## config.mk

```make
export PLATFORM = sky130hd
export DESIGN_NAME = arb_req_queue_flat
export DESIGN_NICKNAME = d
export VERILOG_FILES = /design/src/rtl/arb_req_queue_if.sv /design/src/rtl/arb_req_queue.sv /design/src/flat_wrapper.sv
export SDC_FILE = /design/constraint.sdc
export NUM_CORES = 1
export LEC_CHECK = 0
export CAP_MARGIN = 25
export CORE_UTILIZATION = 40
export CTS_CLUSTER_DIAMETER = 50
export DETAILED_ROUTE_END_ITERATION = 12
export HOLD_SLACK_MARGIN = 0.1
export PLACE_DENSITY = 0.56
export RECOVER_POWER = 100
export SYNTH_ARGS = -nofsm -noshare
export SYNTH_HDL_FRONTEND = slang
export SYNTH_SLANG_ARGS = --single-unit
export TNS_END_PERCENT = 30
```

## constraint.sdc

```tcl
create_clock -name clk -period 12.36 [get_ports clk]
set_input_delay 2.472 -clock clk [delete_from_list [all_inputs] [get_ports clk]]
set_output_delay 2.472 -clock clk [all_outputs]
set_load 0.1 [all_outputs]
```

## src/rtl/arb_req_queue_if.sv

```systemverilog
// arb_req_queue_if: handshake bundle between requester sources, arbiter and output sink
//   in_valid/in_data/in_ready : per-port push channel, port i at in_data[i*DATA_WIDTH +: DATA_WIDTH]
//   req/grant                 : queue-occupancy requests out, one-hot grants in
//   out_valid/out_data/out_src: popped beat, no backpressure
//   err                       : sticky protocol-error flag
interface arb_req_queue_if #(
   parameter int NUM_REQUESTS = 4,
   parameter int DATA_WIDTH   = 32
);
   localparam int SW = NUM_REQUESTS > 1 ? $clog2(NUM_REQUESTS) : 1;
   logic [NUM_REQUESTS-1:0]            in_valid;
   logic [NUM_REQUESTS*DATA_WIDTH-1:0] in_data;
   logic [NUM_REQUESTS-1:0]            in_ready;
   logic [NUM_REQUESTS-1:0]            req;
   logic [NUM_REQUESTS-1:0]            grant;
   logic                               out_valid;
   logic [DATA_WIDTH-1:0]              out_data;
   logic [SW-1:0]                      out_src;
   logic                               err;
   modport master (
      output in_valid, in_data, grant,
      input  in_ready, req, out_valid, out_data, out_src, err
   );
   modport slave (
      input  in_valid, in_data, grant,
      output in_ready, req, out_valid, out_data, out_src, err
   );
endinterface

```

## src/rtl/arb_req_queue.sv

```systemverilog
// arb_req_queue: per-requester FIFOs feeding a round-robin arbiter, draining granted queue onto one bus
//   clk, reset : clock and synchronous active-high reset
//   bus        : arb_req_queue_if slave (push channels, req/grant, output beat, err)
module arb_req_queue #(
   parameter int NUM_REQUESTS = 4,
   parameter int DATA_WIDTH   = 32,
   parameter int FIFO_DEPTH   = 4
) (
   input logic             clk,
   input logic             reset,
   arb_req_queue_if.slave  bus
);
   localparam int PW = $clog2(FIFO_DEPTH);
   localparam int CW = PW + 1;
   localparam int SW = NUM_REQUESTS > 1 ? $clog2(NUM_REQUESTS) : 1;
   logic [DATA_WIDTH-1:0] mem_q [NUM_REQUESTS][FIFO_DEPTH];
   logic [DATA_WIDTH-1:0] mem_d [NUM_REQUESTS][FIFO_DEPTH];
   logic [PW-1:0]         wr_ptr_q [NUM_REQUESTS], wr_ptr_d [NUM_REQUESTS];
   logic [PW-1:0]         rd_ptr_q [NUM_REQUESTS], rd_ptr_d [NUM_REQUESTS];
   logic [CW-1:0]         cnt_q [NUM_REQUESTS], cnt_d [NUM_REQUESTS];
   logic                  out_valid_q, out_valid_d;
   logic [DATA_WIDTH-1:0] out_data_q, out_data_d;
   logic [SW-1:0]         out_src_q, out_src_d;
   logic                  err_q, err_d;
   logic [NUM_REQUESTS-1:0] push, pop;
   logic                    one_hot;
   assign one_hot = $onehot(bus.grant);
   assign push    = bus.in_valid & bus.in_ready;
   // a pop needs a clean one-hot grant onto a non-empty queue
   assign pop     = bus.grant & bus.req & {NUM_REQUESTS{one_hot}};
   assign bus.out_valid = out_valid_q;
   assign bus.out_data  = out_data_q;
   assign bus.out_src   = out_src_q;
   assign bus.err       = err_q;
   always_comb begin
      bus.in_ready = '0;
      bus.req      = '0;
      for (int i = 0; i < NUM_REQUESTS; i++) begin
         bus.in_ready[i] = !reset && (cnt_q[i] != CW'(FIFO_DEPTH));
         bus.req[i]      = cnt_q[i] != '0;
      end
   end
   always_comb begin
      mem_d       = mem_q;
      wr_ptr_d    = wr_ptr_q;
      rd_ptr_d    = rd_ptr_q;
      cnt_d       = cnt_q;
      out_valid_d = 1'b0;
      out_data_d  = out_data_q;
      out_src_d   = out_src_q;
      // grant to an empty queue or a multi-bit grant is a protocol violation
      err_d       = err_q | (|(bus.grant & ~bus.req)) | ((|bus.grant) && !one_hot);
      for (int i = 0; i < NUM_REQUESTS; i++) begin
         if (push[i]) begin
            mem_d[i][wr_ptr_q[i]] = bus.in_data[i*DATA_WIDTH +: DATA_WIDTH];
            wr_ptr_d[i]           = wr_ptr_q[i] + 1'b1;
         end
         if (pop[i]) begin
            rd_ptr_d[i] = rd_ptr_q[i] + 1'b1;
            out_valid_d = 1'b1;
            out_data_d  = mem_q[i][rd_ptr_q[i]];
            out_src_d   = SW'(i);
         end
         cnt_d[i] = cnt_q[i] + CW'(push[i]) - CW'(pop[i]);
      end
   end
   always_ff @(posedge clk) begin
      mem_q <= mem_d;
      if (reset) begin
         for (int i = 0; i < NUM_REQUESTS; i++) begin
            wr_ptr_q[i] <= '0;
            rd_ptr_q[i] <= '0;
            cnt_q[i]    <= '0;
         end
         out_valid_q <= 1'b0;
         out_data_q  <= '0;
         out_src_q   <= '0;
         err_q       <= 1'b0;
      end else begin
         wr_ptr_q    <= wr_ptr_d;
         rd_ptr_q    <= rd_ptr_d;
         cnt_q       <= cnt_d;
         out_valid_q <= out_valid_d;
         out_data_q  <= out_data_d;
         out_src_q   <= out_src_d;
         err_q       <= err_d;
      end
   end
endmodule

```

## src/flat_wrapper.sv

```systemverilog
// flat-port wrapper written by rule: the top's interface ports become plain ports
module arb_req_queue_flat 
#(
   parameter int NUM_REQUESTS = 4,
   parameter int DATA_WIDTH   = 32,
   parameter int FIFO_DEPTH   = 4
)
  (clk, reset, bus_in_valid, bus_in_data, bus_grant, bus_in_ready, bus_req, bus_out_valid, bus_out_data, bus_out_src, bus_err);
  arb_req_queue_if #(.NUM_REQUESTS(NUM_REQUESTS), .DATA_WIDTH(DATA_WIDTH)) bus_i ();
  input logic clk;
  input logic reset;
  input wire logic [$bits(bus_i.in_valid)-1:0] bus_in_valid;
  input wire logic [$bits(bus_i.in_data)-1:0] bus_in_data;
  input wire logic [$bits(bus_i.grant)-1:0] bus_grant;
  output wire logic [$bits(bus_i.in_ready)-1:0] bus_in_ready;
  output wire logic [$bits(bus_i.req)-1:0] bus_req;
  output wire logic [$bits(bus_i.out_valid)-1:0] bus_out_valid;
  output wire logic [$bits(bus_i.out_data)-1:0] bus_out_data;
  output wire logic [$bits(bus_i.out_src)-1:0] bus_out_src;
  output wire logic [$bits(bus_i.err)-1:0] bus_err;
  assign bus_i.in_valid = bus_in_valid;
  assign bus_i.in_data = bus_in_data;
  assign bus_i.grant = bus_grant;
  assign bus_in_ready = bus_i.in_ready;
  assign bus_req = bus_i.req;
  assign bus_out_valid = bus_i.out_valid;
  assign bus_out_data = bus_i.out_data;
  assign bus_out_src = bus_i.out_src;
  assign bus_err = bus_i.err;
  arb_req_queue #(.NUM_REQUESTS(NUM_REQUESTS), .DATA_WIDTH(DATA_WIDTH), .FIFO_DEPTH(FIFO_DEPTH)) u_core (.clk(clk), .reset(reset), .bus(bus_i));
endmodule
```

==> results.md <==
* F_max at 0.133 GHz
* Clk pwr share at 34.0%
* Placed Cells at 2038
* Drt wl/cell at between 20 and 25 um
* Share of cells above drive strength 1 at 17.1%
* DIE WIDTH at 239 um
* GPL Wtd Cong at a little under 0.8
* Cts bufs inserted at 60
* Synth warnings at 0
* Sw Ratio at 29.7%
* Clock latency on the worst-skew pair at around 0.61 ns
* CP max stage delay at approximately 1.4 ns
* CTS Buffer Depth at 3
* Reg area at 16700 um2
* Hold_buf cts at 0
* Mean Syn Cell Area at 19.5 um2
* VDD IR max at 0.117 mV
* Reg clk slew, reported paths at 0.06 ns
* Fin util at 48.7%
* Worst Setup Start Kind: input pin
* Synthesized Nets at 1319
* Max FO, Critical Path at 42
* IO Count at about 180
* Number of synthesized flops with an enable pin at 512
* DR pass1 iterations at 5
* First-pass GRT wire length at 75.8 mm
* Final WL at 51.7 mm
* Nets at 1522
* Max-Slew Margin vs Limit at -89.9%
* Vias in the first global route at 11400
* Highest-delay cell along the critical path: clkbuf_1
* Failing checks: max-capacitance violations, max-slew violations
* DRC viols at 0
* Post-Route Setup TNS at 0 ns
* Core Box Area at 55200 um2
* Clock skew at 0.0123 ns
* PD cells at 190 nW/um2
* Area Overhead vs Synth at 20.0%
* Endpoint type of the worst setup path: output pin
* FF+latch count, synth at 576
* WP data arrival at 5.04 ns
* Via/cell ratio at roughly 5.3
* Sequential Power Share at 46.0%
* Postcts setup bufs at 0
* Sequential cell area fraction in the yosys report at between 70 and 80%
* Largest net degree at the start of global routing at between 60 and 70
* Logic pwr share at between 20% and 30%
* Setup Viol. Count Final at 0
* Post-Place Worst Slack at between 5 and 6 ns
* Post-DP HPWL at between 30 and 40 mm
* Initial drt markers at approximately 850
* Internal power at 3.59 mW
* Initial Utilization at around two fifths
* Crit path buffers/inverters at 2
* CP delay by family, top: buffers and inverters
* Die H at 239 um
* RSZ-0062 raised after global routing: no
* H-tree depth at 2
* Most frequent cells after synthesis: 512 x edfxtp_1, 128 x mux4_2, 70 x nand2_1
* Status: finished with violations
* Post-CTS Resized at 0
* Root Buffer: clkbuf_16
* Period Utilization, post-route at 60.8%
* Cell taking the most area after synthesis: edfxtp_1
* Count leader, synth: edfxtp_1
* Synth async-reset ratio at 0%
* Grt total ovfl at 0
* Fin crit period at approximately 7.5 ns
* IO Port Bufs at 181
* Cell Area, Synth at 22400 um2
* Clk sinks at roughly 580
* Main area contributors after synthesis: edfxtp_1 69%, mux4_2 13%, dfxtp_1 5.7%
* Fill count at 4630
* Via count at ~11000
* Cells after synthesis at 1149
* Synth top area share at 68.6%
* Netlist cell types at 40
* GRT Util Overall at 18.3%
* Setup ws final at 4.85 ns
* Top FF cell, synth: edfxtp_1
* Final hold viol count at 0
* Critical path cell sequence: clkbuf_1 -> a21oi_1 -> dlygate4sd3_1
* Max-slew violation count at ~550
* Leakage at 8.68 nW
* Finished Layout Cells at 2154
* Switching pwr at ~1.5 mW
* Initial antenna violation count at 10
* Area occupied by multi-input gates at 5320 um2
* Worst slew pin tran at around 2.8 ns
* Remaining antenna violation count after routing at 0
* Crit path kind: in2out
* Req. time, crit path at 9.89 ns
* Reg2Reg Setup Slack at ~8 ns
* Max-cap violations at 18
* Hold/Removal Path Class: reg2reg
* DIE AREA at around 57000 um2
* CTS tree: yes
* Row count at 86
## state kept, by name, indices dropped and copies added (netlist names)
signal / cells
u_core.cnt_q: 12
u_core.bus.err: 1
u_core.bus.out_src: 2
u_core.wr_ptr_q: 8
u_core.bus.out_valid: 1
u_core.rd_ptr_q: 8
u_core.bus.out_data: 32
u_core.mem_q: 512
## layout by cell type (no fill, tap or decap), types with 5 or more instances in the layout
cell and n:
and2_0 16, nand2_1 70, fa_1 5, a41oi_1 32
edfxtp_1 512, clkdlybuf4s50_1 7, buf_4 13, xor2_1 7
clkinv_2 12, xnor2_1 13, inv_1 26, ha_1 27
mux4_2 128, o21ai_0 5, clkbuf_16 61, clkinv_1 11
a221o_1 32, nor2_1 28, a21oi_1 8, nor2b_1 5
dlygate4sd3_1 173, o31ai_1 5, nand3_1 67, clkbuf_1 31
dfxtp_1 60
## through the flow
stage	cell area, um2	total power, mW	hold slack [ns]
global placement	25100	3.43	0.469
finish	26900	5.11	0.476
global route	26900	5.30	0.498
detailed placement	25100	3.45	0.476
CTS	27000	5.20	0.489
floorplan	22400	3.11	0.508
## final timing paths
check                                             from                                   end  cells past startpoint
hold reg to reg   u_core.bus.out_data[11]$_SDFFE_PP0P_  u_core.bus.out_data[11]$_SDFFE_PP0P_                      1
setup / recovery                                 reset                       bus_in_ready[2]                      3
setup reg to reg            u_core.cnt_q[4]$_SDFF_PP0_           u_core.mem_q[165]$_DFFE_PP_                      3
hold / removal    u_core.bus.out_data[11]$_SDFFE_PP0P_  u_core.bus.out_data[11]$_SDFFE_PP0P_                      1
## power groups by stage
stage | sequential (mW) | clock, mW | combinational, mW
after floorplan | 2.56 | 0 | 0.550
final | 2.35 | 1.74 | 1.02
after global routing | 2.37 | 1.85 | 1.08
after CTS | 2.35 | 1.78 | 1.06
after global placement | 2.39 | 0 | 1.05
after detailed placement | 2.39 | 0 | 1.06
## layout make-up
type                            count  area share, %
Antenna cell                        4         0.0372
Sequential cell                   576           61.9
Clock buffer                       78           6.06
Tap cell                          748           3.48
Timing Repair Buffer              211           7.31
Inverter                           26          0.363
Clock inverter                     34           1.05
Multi-Input combinational cell    477           19.8
## layer usage
layer / routed length (um) / vias to the layer above / track usage [%]
met4: 1080 / 4 / 4.74
met5: 22 / - / 0
met1: 23500 / 5991 / 27.2
met2: 23700 / 330 / 27.3
li1: - / 5093 / -
met3: 3310 / 79 / 4.00
## cell families (layout without fill, tap and decap cells)
kind of cell / count (synthesis) / after routing / synth area share (%)
multiplexers: 128 / 128 / 12.9
flip-flops: 576 / 576 / 74.3
AND/OR/NAND/NOR: 199 / 199 / 4.14
adder cells (fa/ha/maj): 32 / 32 / 1.95
other: 0 / 4 / 0
XOR/XNOR: 20 / 20 / 0.781
AO/OA/AOI/OAI: 98 / 98 / 3.99
buffers and inverters: 96 / 349 / 2.01
Power figures use the tool's default switching activity.
==> RTL edit: new RTL, same flow settings <==
`NUM_REQUESTS` is set to 4 in 3 places; all go to 8.
--- a/src/rtl/arb_req_queue_if.sv
+++ b/src/rtl/arb_req_queue_if.sv
@@ -5,5 +5,5 @@
 //   err                       : sticky protocol-error flag
 interface arb_req_queue_if #(
-   parameter int NUM_REQUESTS = 4,
+   parameter int NUM_REQUESTS = 8,
    parameter int DATA_WIDTH   = 32
 );
--- a/src/rtl/arb_req_queue.sv
+++ b/src/rtl/arb_req_queue.sv
@@ -3,5 +3,5 @@
 //   bus        : arb_req_queue_if slave (push channels, req/grant, output beat, err)
 module arb_req_queue #(
-   parameter int NUM_REQUESTS = 4,
+   parameter int NUM_REQUESTS = 8,
    parameter int DATA_WIDTH   = 32,
    parameter int FIFO_DEPTH   = 4
--- a/src/flat_wrapper.sv
+++ b/src/flat_wrapper.sv
@@ -2,5 +2,5 @@
 module arb_req_queue_flat 
 #(
-   parameter int NUM_REQUESTS = 4,
+   parameter int NUM_REQUESTS = 8,
    parameter int DATA_WIDTH   = 32,
    parameter int FIFO_DEPTH   = 4
Ports: changed (6 resized); port bits go from 182 to 327. No check against the original RTL was run, so the function may have changed too.
==> RTL edit against the unedited design <==
- the flow still finishes with violations (max-capacitance violations, max-slew violations)
- sequential cell count increased by 541
- fmax fell by 23%
- setup slack got worse by 2.2 ns
- critical endpoint is now u_core.cnt_q[5]
- total power grew 110%
- wire length increased by 140%
- via count increased by 100%
- clock power grew 110%
- synthesized area grew 98%
- count of clock-buffer cells in the layout is 88 higher
- cell area grew 98%
==> RTL edit: results <==
export IMPL_skew_ns=0.0288
export IMPL_synth_edff_count=1024
export IMPL_synth_async_reset_ratio_pct=0
export IMPL_wl_mm=126
export IMPL_crit_slowest_cell="clkbuf_1"
export IMPL_grt_max_degree=73
export IMPL_use_met2_pct=36.4
export IMPL_via_per_inst=5.61
export IMPL_finalNetCount=2938
export IMPL_yosysSeqAreaShare_pct=73.6
export IMPL_hold_path_class="reg -> reg"
export IMPL_insertion_delay_ns=0.74
export IMPL_cpLargestDelayFamily="buffers and inverters"
export IMPL_avgSynthCellArea_sq_um=20.1
export IMPL_drv_cap=52
export IMPL_syn_num_nets=2545
export IMPL_worstMarginPinSlew_ns=3.68
export IMPL_cts_clk_slew_worst_paths_ns=0.05
export IMPL_failed_checks="max-capacitance violations, max-slew violations"
export IMPL_dp_slack_ns=3.95
export IMPL_yosysWarnings=0
export IMPL_netlist_top_cells_count="1024 x edfxtp_1, 255 x mux4_2, 93 x dfxtp_1"
export IMPL_port_buffers=326
export IMPL_drive_gt1_share_pct=18.7
export IMPL_synthFlopType="edfxtp_1"
export IMPL_status="finished with violations"
export IMPL_largest_reg_flops=1024
export IMPL_gp_congestion=0.900
export IMPL_slew_viol_final=1236
export IMPL_fin_cells=4186
export IMPL_groute_usage_overall_pct=22.4
export IMPL_critPathMaxFanout=72
export IMPL_grt_pass1_wl_mm=176
export IMPL_post_cts_resized=0
export IMPL_place_inst=3939
export IMPL_htreeDepth=4
export IMPL_post_cts_setup_buffers=0
export IMPL_use_met1_pct=29.0
export IMPL_cts_buffers=130
export IMPL_met3_usage_pct=6.42
export IMPL_grt_pass1_vias=23892
export IMPL_place_area_sq_um=49500
export IMPL_drtIter0Drc=2328
export IMPL_hpwlAfterDp_mm=87.9
export IMPL_first_pass_iters=7
export IMPL_cpPeakStageDelay_ns=2.57
export IMPL_regMostFlops="u_core.mem_q"
export IMPL_vdd_drop_max_mv=0.113
export IMPL_ys_top_cells_by_area="edfxtp_1 69%, mux4_2 13%, dfxtp_1 4.2%"
export IMPL_clock_tree_root_cell="clkbuf_16"
export IMPL_area_growth_pct=20.3
export IMPL_ys_types=60
export IMPL_clockBufferDepth=3
export IMPL_power_leakage_nw=17.1
export IMPL_antenna_found_initial=53
RTL edit: cell types whose count changed after synthesis, moves of 32 or more:
cell / before / now
and3_1: 0 / 32
nor2_1: 28 / 78
edfxtp_1: 512 / 1024
a41oi_1: 32 / 0
mux4_2: 128 / 255
o22ai_1: 0 / 64
nand2_1: 70 / 30
a221o_1: 32 / 0
nand3_1: 67 / 3
RTL edit: cells by family after synthesis:
kind of cell,count (synthesis),share of synthesized area [%]
fa+ha+maj,68,2.12
xor+xnor,40,0.791
simple gates,226,2.65
compound gates,303,5.72
flops,1117,73.6
mux,256,13.0
buf+inv,193,2.09
RTL edit: worst paths after layout:
check,start,depth (start not counted),slack [ns],to
worst min register to register,u_core.bus.out_data[16],1,0.47,u_core.bus.out_data[16]
worst min-delay path,u_core.bus.out_data[16],1,0.47,u_core.bus.out_data[16]
worst max register to register,u_core.cnt_q[4],5,9.02,u_core.bus.out_data[13]
worst max-delay path,bus_grant[2],20,2.61,u_core.cnt_q[5]
RTL edit: area by class of cell:
| class | instances | area [sq um] |
|---|---|---|
| clock buffer | 166 | 3480 |
| fill | 9040 | 56000 |
| antenna | 11 | 27.5 |
| timing repair buffer | 396 | 3810 |
| multi-input combinational | 893 | 10600 |
| clock inverter | 69 | 686 |
| inverter | 58 | 218 |
| tap | 1476 | 1850 |
| sequential | 1117 | 32600 |
RTL edit: layer usage:
layer  share of wire, %  vias up
met1                 39    12253
li1                   -     9971
met5               0.21        -
met2                 48      959
met3                8.9      243
met4                3.2       42
RTL edit: where the power goes:
part | total (mW) | switching, mW | internal, mW
Combinational | 2.30 | 1.61 | 0.691
Clock | 3.71 | 1.51 | 2.20
Sequential | 4.54 | 0.127 | 4.41
